===== config.mk =====
export PLATFORM = sky130hd
export DESIGN_NAME = dcache_ctrl
export DESIGN_NICKNAME = d
export VERILOG_FILES = /design/src/rtl/dcache_pkg.sv /design/src/rtl/dcache_array.sv /design/src/rtl/dcache_ctrl.sv
export SDC_FILE = /design/constraint.sdc
export NUM_CORES = 2
export LEC_CHECK = 0
export BUFFER_PORTS_ARGS = -buffer_cell sky130_fd_sc_hd__buf_2
export CORE_AREA = 2 2 570 572
export DETAILED_ROUTE_END_ITERATION = 12
export DIE_AREA = 0 0 572 574
export PLACE_DENSITY = 0.62
export SLEW_MARGIN = 10
export SYNTH_ARGS = -nofsm -noshare
export SYNTH_HDL_FRONTEND = slang
export SYNTH_SLANG_ARGS = --single-unit

===== constraint.sdc =====
create_clock -name clk -period 6.2 [get_ports clk]
set_input_delay 0.93 -clock clk [delete_from_list [all_inputs] [get_ports clk]]
set_output_delay 0.93 -clock clk [all_outputs]
set_load 0.03 [all_outputs]

===== src/rtl/dcache_pkg.sv =====
// Shared definitions for the data-cache controller: FSM states and
// address-field helpers. Build option: DCACHE_STATS_EN adds hit/miss counters.
package dcache_pkg;

  typedef enum logic [1:0] {
    IDLE  = 2'd0,
    FILL  = 2'd1,
    WRITE = 2'd2,
    DONE  = 2'd3
  } state_e;

  // Byte offset inside a 32-bit word.
  localparam int OFFSET_W = 2;

  // Tag width left over once the index and word offset are removed.
  function automatic int tag_w(input int idx_w);
    return 32 - idx_w - OFFSET_W;
  endfunction

endpackage


===== src/rtl/dcache_array.sv =====
// Tag/data storage for the direct-mapped data cache: one synchronous write
// port, one asynchronous read port, no reset (valid bits live in the controller).
module dcache_array
  import dcache_pkg::*;
#(
  parameter int LINES = 64,
  parameter int IDX_W = $clog2(LINES),
  parameter int TAG_W = tag_w(IDX_W)
) (
  input  logic             clk,
  input  logic             i_we,
  input  logic [IDX_W-1:0] i_widx,
  input  logic [TAG_W-1:0] i_wtag,
  input  logic [31:0]      i_wdata,
  input  logic [IDX_W-1:0] i_ridx,
  output logic [TAG_W-1:0] o_rtag,
  output logic [31:0]      o_rdata
);

  logic [TAG_W-1:0] r_tag  [LINES];
  logic [31:0]      r_data [LINES];

  // Line update on fill or store hit.
  // NOTE: storage arrays are deliberately not reset; the controller's valid
  // bits decide whether a line's contents mean anything.
  always_ff @(posedge clk) begin
    if (i_we) begin
      r_tag[i_widx]  <= i_wtag;
      r_data[i_widx] <= i_wdata;
    end
  end

  assign o_rtag  = r_tag[i_ridx];
  assign o_rdata = r_data[i_ridx];

endmodule


===== src/rtl/dcache_ctrl.sv =====
// Memory-stage data-cache controller: direct-mapped, one word per line,
// write-through, no-write-allocate, valid/ready handshake to main memory.
// Build option: define DCACHE_STATS_EN to add saturating hit_count/miss_count.
module dcache_ctrl
  import dcache_pkg::*;
#(
  parameter int LINES = 64
) (
  input  logic        clk,
  input  logic        rst_n,
  input  logic        MemReadM,
  input  logic        MemWriteM,
  input  logic [31:0] ALUResultM,
  input  logic [31:0] WriteDataM,
  output logic [31:0] ReadDataM,
  output logic        Mem_Stall,
  output logic        mem_req,
  output logic        mem_we,
  output logic [31:0] mem_addr,
  output logic [31:0] mem_wdata,
  input  logic [31:0] mem_rdata,
  input  logic        mem_ready
`ifdef DCACHE_STATS_EN
  ,
  output logic [31:0] hit_count,
  output logic [31:0] miss_count
`endif
);

  localparam int IDX_W = $clog2(LINES);
  localparam int TAG_W = tag_w(IDX_W);

  state_e           r_state;
  state_e           w_next;
  logic [LINES-1:0] r_valid;
  logic [29:0]      r_mem_word;
  logic             r_mem_we;
  logic [31:0]      r_mem_wdata;
  logic [31:0]      r_rdata;
  logic             r_store_hit;

  logic [IDX_W-1:0] w_idx;
  logic [TAG_W-1:0] w_tag;
  logic [IDX_W-1:0] w_req_idx;
  logic [TAG_W-1:0] w_req_tag;
  logic [TAG_W-1:0] w_line_tag;
  logic [31:0]      w_line_data;
  logic             w_hit;
  logic             w_idle;
  logic             w_arr_we;
  logic [31:0]      w_arr_wdata;
  logic             w_unused;

  // Lookup fields come from the live memory-stage address; fill/store fields
  // come from the address latched when the miss or store was accepted.
  assign w_idx     = ALUResultM[IDX_W+OFFSET_W-1:OFFSET_W];
  assign w_tag     = ALUResultM[31:IDX_W+OFFSET_W];
  assign w_req_idx = r_mem_word[IDX_W-1:0];
  assign w_req_tag = r_mem_word[29:IDX_W];
  assign w_hit     = r_valid[w_idx] && (w_line_tag == w_tag);
  assign w_idle    = (r_state == IDLE);
  assign w_unused  = &{1'b0, ALUResultM[OFFSET_W-1:0]};

  // Fills always write the line; a store only refreshes a line it hits.
  assign w_arr_we    = mem_ready && ((r_state == FILL) || ((r_state == WRITE) && r_store_hit));
  assign w_arr_wdata = (r_state == FILL) ? mem_rdata : r_mem_wdata;

  dcache_array #(
    .LINES (LINES),
    .IDX_W (IDX_W),
    .TAG_W (TAG_W)
  ) u_array (
    .clk     (clk),
    .i_we    (w_arr_we),
    .i_widx  (w_req_idx),
    .i_wtag  (w_req_tag),
    .i_wdata (w_arr_wdata),
    .i_ridx  (w_idx),
    .o_rtag  (w_line_tag),
    .o_rdata (w_line_data)
  );

  // State register; reset aborts any in-flight memory transaction.
  always_ff @(posedge clk or negedge rst_n) begin
    if (!rst_n) r_state <= IDLE;
    else        r_state <= w_next;
  end

  // Next-state, stall and request decode.
  // NOTE: every output of this block gets a default first so no path leaves
  // it unassigned, which would otherwise infer a latch.
  always_comb begin
    w_next    = r_state;
    Mem_Stall = 1'b0;
    mem_req   = 1'b0;
    unique case (r_state)
      IDLE: begin
        if (MemWriteM) begin
          Mem_Stall = 1'b1;
          w_next    = WRITE;
        end else if (MemReadM && !w_hit) begin
          Mem_Stall = 1'b1;
          w_next    = FILL;
        end
      end
      FILL, WRITE: begin
        mem_req   = 1'b1;
        Mem_Stall = 1'b1;
        if (mem_ready) w_next = DONE;
      end
      DONE:    w_next = IDLE;
      default: w_next = IDLE;
    endcase
  end

  // Request latching, valid bits and captured load data.
  // NOTE: sequential state uses non-blocking assignments so every register
  // samples the pre-edge values regardless of statement order.
  always_ff @(posedge clk or negedge rst_n) begin
    if (!rst_n) begin
      r_valid     <= '0;
      r_mem_word  <= '0;
      r_mem_we    <= 1'b0;
      r_mem_wdata <= '0;
      r_rdata     <= '0;
      r_store_hit <= 1'b0;
    end else begin
      if (w_idle && MemWriteM) begin
        r_mem_word  <= ALUResultM[31:OFFSET_W];
        r_mem_we    <= 1'b1;
        r_mem_wdata <= WriteDataM;
        r_store_hit <= w_hit;
      end else if (w_idle && MemReadM && !w_hit) begin
        r_mem_word <= ALUResultM[31:OFFSET_W];
        r_mem_we   <= 1'b0;
      end
      if ((r_state == FILL) && mem_ready) begin
        r_valid[w_req_idx] <= 1'b1;
        r_rdata            <= mem_rdata;
      end
    end
  end

  assign mem_addr  = {r_mem_word, 2'b00};
  assign mem_we    = r_mem_we;
  assign mem_wdata = r_mem_wdata;

  // DONE returns the captured fill data; otherwise an empty line reads as zero.
  assign ReadDataM = (r_state == DONE) ? r_rdata :
                     (r_valid[w_idx] ? w_line_data : 32'h0);

`ifdef DCACHE_STATS_EN
  // Saturating load hit/miss counters, sampled on the IDLE lookup only.
  always_ff @(posedge clk or negedge rst_n) begin
    if (!rst_n) begin
      hit_count  <= '0;
      miss_count <= '0;
    end else if (w_idle && MemReadM && !MemWriteM) begin
      if (w_hit) begin
        if (hit_count != 32'hFFFF_FFFF) hit_count <= hit_count + 32'd1;
      end else begin
        if (miss_count != 32'hFFFF_FFFF) miss_count <= miss_count + 32'd1;
      end
    end
  end
`endif

endmodule


==> metrics.cfg <==
[floorplan]
rows=209
die_height_um=574
core_um2=323000
num_io_pins=200
dieArea_um2=328000
die_x_um=572
initial_core_util_pct=44.8

[worst_hold_path]
min_path_type=in2reg

[drt]
vias=73823
routed_wl_mm=431
dr.pass1.iters=6
drt_iter0_markers=11515
drc_errors=0
viasPerCell=6.39
drtAntennaViolNets=0
detail_route.wl_per_cell_um=37.3

[placed_design]
placed_area_um2=154000
gp_congestion=0.818
hpwl_mm=229
post-place-ws_ps=-246
dp.cells=10873
port_buffers=195

[synth]
synth_ff_type=edfxtp_1
synth-edff-count=3584
synthCells=6295
ys_seq_area_share_pct=77.3
syn_avg_cell_area_um2=22.9
synth_cell_types=78
ys_seq_elements=3746
ys_async_sr_fraction_pct=4.32
ys.warnings.count=0
syn_area_um2=144000

[setup_path]
critical_path_arrival_ps=5200
crit_path_end_kind=output pin
crit_path_start_kind=input pin
required_ps=5270
crit_fanout=28
path_class=in2out

[pwr]
power_frac_seq_pct=52.6
power_frac_clock_pct=34.5
power.leakage_nw=53.5
irDropWorstVdd_v=0.000671
p_comb_share_pct=12.9
switching_share_pct=26.3
switching_power_mw=17.1
intPower_mw=47.9
fin_total_pwr_mw=65.0
p_per_area_nw_per_um2=391

[sta]
tightest_slew_ps=1250
maxSlewViolCount=0
final_hold_viol_count=0
max_slew_margin_pct=16.4
finalSetupTns_ps=0
max_freq_mhz=163
period_needed_ps=6130
fin_ws_ps=72.1
setup_viol=0
fin_skew_ps=47.2
finalCritPeriodShare_pct=98.8

[global_routing]
first_global_vias=72349
grt_overflow_total=0
grt_max_degree=126
globalRouteTotalUtil_pct=26.0
antenna_found_initial=23
grt_pass1_wl_mm=587

[clocking]
cts.sinks=3746
root_buffer=clkbuf_16
clk_latency_ps=920
cts_buffer_depth=4
clkTransAtPathRegs_ps=60
cts_tree=done
cts_buffers=379
cts_htree_levels=5

[cells_and_area]
drive_gt1_share_pct=32.5
area_delta_synth_final_pct=15.1
postLayoutCellArea_um2=166000
final_cells=11558
final_nets=7038

[job]
cap_violations=0

[status]
status=finished clean

-- layer usage --
layer	vias up	wire length, µm	GRT usage, %	share of wire [%]
met5	-	34	0	0.0079
met4	6	15700	8.37	3.6
met3	780	48100	4.93	11
met2	4766	201000	40.3	47
met1	40173	166000	37.5	38
li1	28098	-	-	-
-- through the flow --
step	hold slack [ps]	util, %
6_report	267	51.5
5_1_grt	251	51.5
4_1_cts	210	51.5
3_5_place_dp	440	47.7
3_3_place_gp	432	47.7
2_1_floorplan	423	-
-- synthesized netlist by cell type, drive strengths merged, types with 28 or more instances --
library cell / count / area (µm²)
a21o: 59 / 443
a21oi: 30 / 150
a22oi: 64 / 480
buf: 184 / 1140
clkbuf: 160 / 601
dfrtp: 162 / 4050
edfxtp: 3584 / 108000
mux2: 158 / 1780
mux2i: 181 / 1810
mux4: 989 / 22300
nand2: 174 / 653
nand3: 33 / 165
nor2: 110 / 415
nor2b: 28 / 175
o21ai: 60 / 312
-- flip-flops by register name, summed over array words and instances (netlist names) --
register / count
mem_wdata: 32
mem_we: 1
r_rdata: 32
u_array.r_tag: 1536
r_state: 2
r_valid: 64
u_array.r_data: 2048
r_store_hit: 1
r_mem_word: 30
-- cell usage in the layout (no fill, tap or decap), drive strengths merged, types with 14 or more instances in the layout --
| cell | instances |
|---|---|
| edfxtp | 3584 |
| mux4 | 989 |
| buf | 597 |
| clkbuf | 484 |
| mux2i | 181 |
| nand2 | 174 |
| dfrtp | 162 |
| mux2 | 158 |
| clkinv | 145 |
| nor2 | 110 |
| a22oi | 64 |
| o21ai | 60 |
| a21o | 59 |
| nand3 | 33 |
| bufinv | 32 |
| a21oi | 30 |
| nor2b | 28 |
| o22ai | 26 |
| nor3 | 21 |
| a31oi | 19 |
| inv | 18 |
| a221oi | 17 |
| a32oi | 16 |
| nand4 | 14 |
-- final cells by class --
cell class,instances,area [µm²]
diodes,5,12.5
clock buffers,483,10200
inverters,13,58.8
clock inverters,194,1910
flip-flops and latches,3746,112000
multi-input cells,2193,31600
fillers,25062,156000
repair buffers,599,5440
well taps,4325,5410
-- power by group through the flow --
stage               sequential, mW  clock (mW)  combinational [mW]
detailed placement            34.7           0                8.31
global route                  34.4        23.6                8.95
global placement              34.6           0                7.94
CTS                           34.2        22.7                8.31
finish                        34.2        22.4                8.39
floorplan                     34.8           0                4.16
-- critical path: stages --
cell      delay [ps]
buf_8            320
buf_12           240
buf_4            180
mux4_2           310
a22o_1           240
a311oi_1         510
nand4_1          240
xnor2_2          330
nand4_1          220
nor4_4           690
buf_4            270
a21boi_2          90
o21ai_4          150
a21oi_2          170
buf_6            230
-- worst paths after layout --
kind	from	endpoint	slack, ps	cells after the start
max	ALUResultM[4]	Mem_Stall	70	15
min	WriteDataM[7]	mem_wdata[7]	270	2
max reg2reg	u_array.r_tag[39][1]	r_mem_word[22]	1300	12
min reg2reg	r_valid[36]	r_valid[36]	450	1
max in group asynchronous	rst_n	r_mem_word[7]	4040	3
min in group asynchronous	rst_n	r_mem_word[10]	600	2
-- cell families (layout without fill, tap and decap cells) --
group	after synthesis	in the layout	share of synthesized area, %
AO/OA/AOI/OAI	372	372	1.84
XOR/XNOR	24	24	0.146
adder cells (fa/ha/maj)	5	5	0.0433
buffers and inverters	357	1289	1.24
flip-flops	3746	3746	77.3
multiplexers	1328	1328	17.9
other	1	7	0.00260
AND/OR/NAND/NOR	462	462	1.51
-- repair_timing --
action,CTS,global route
resized for setup,3,11
hold endpoints to repair,28,0
hold buffers,1,0
endpoints found under the setup margin,1,1
pin swaps,0,1
setup buffers,0,0
Note: power is estimated with default switching activity, not from simulation.
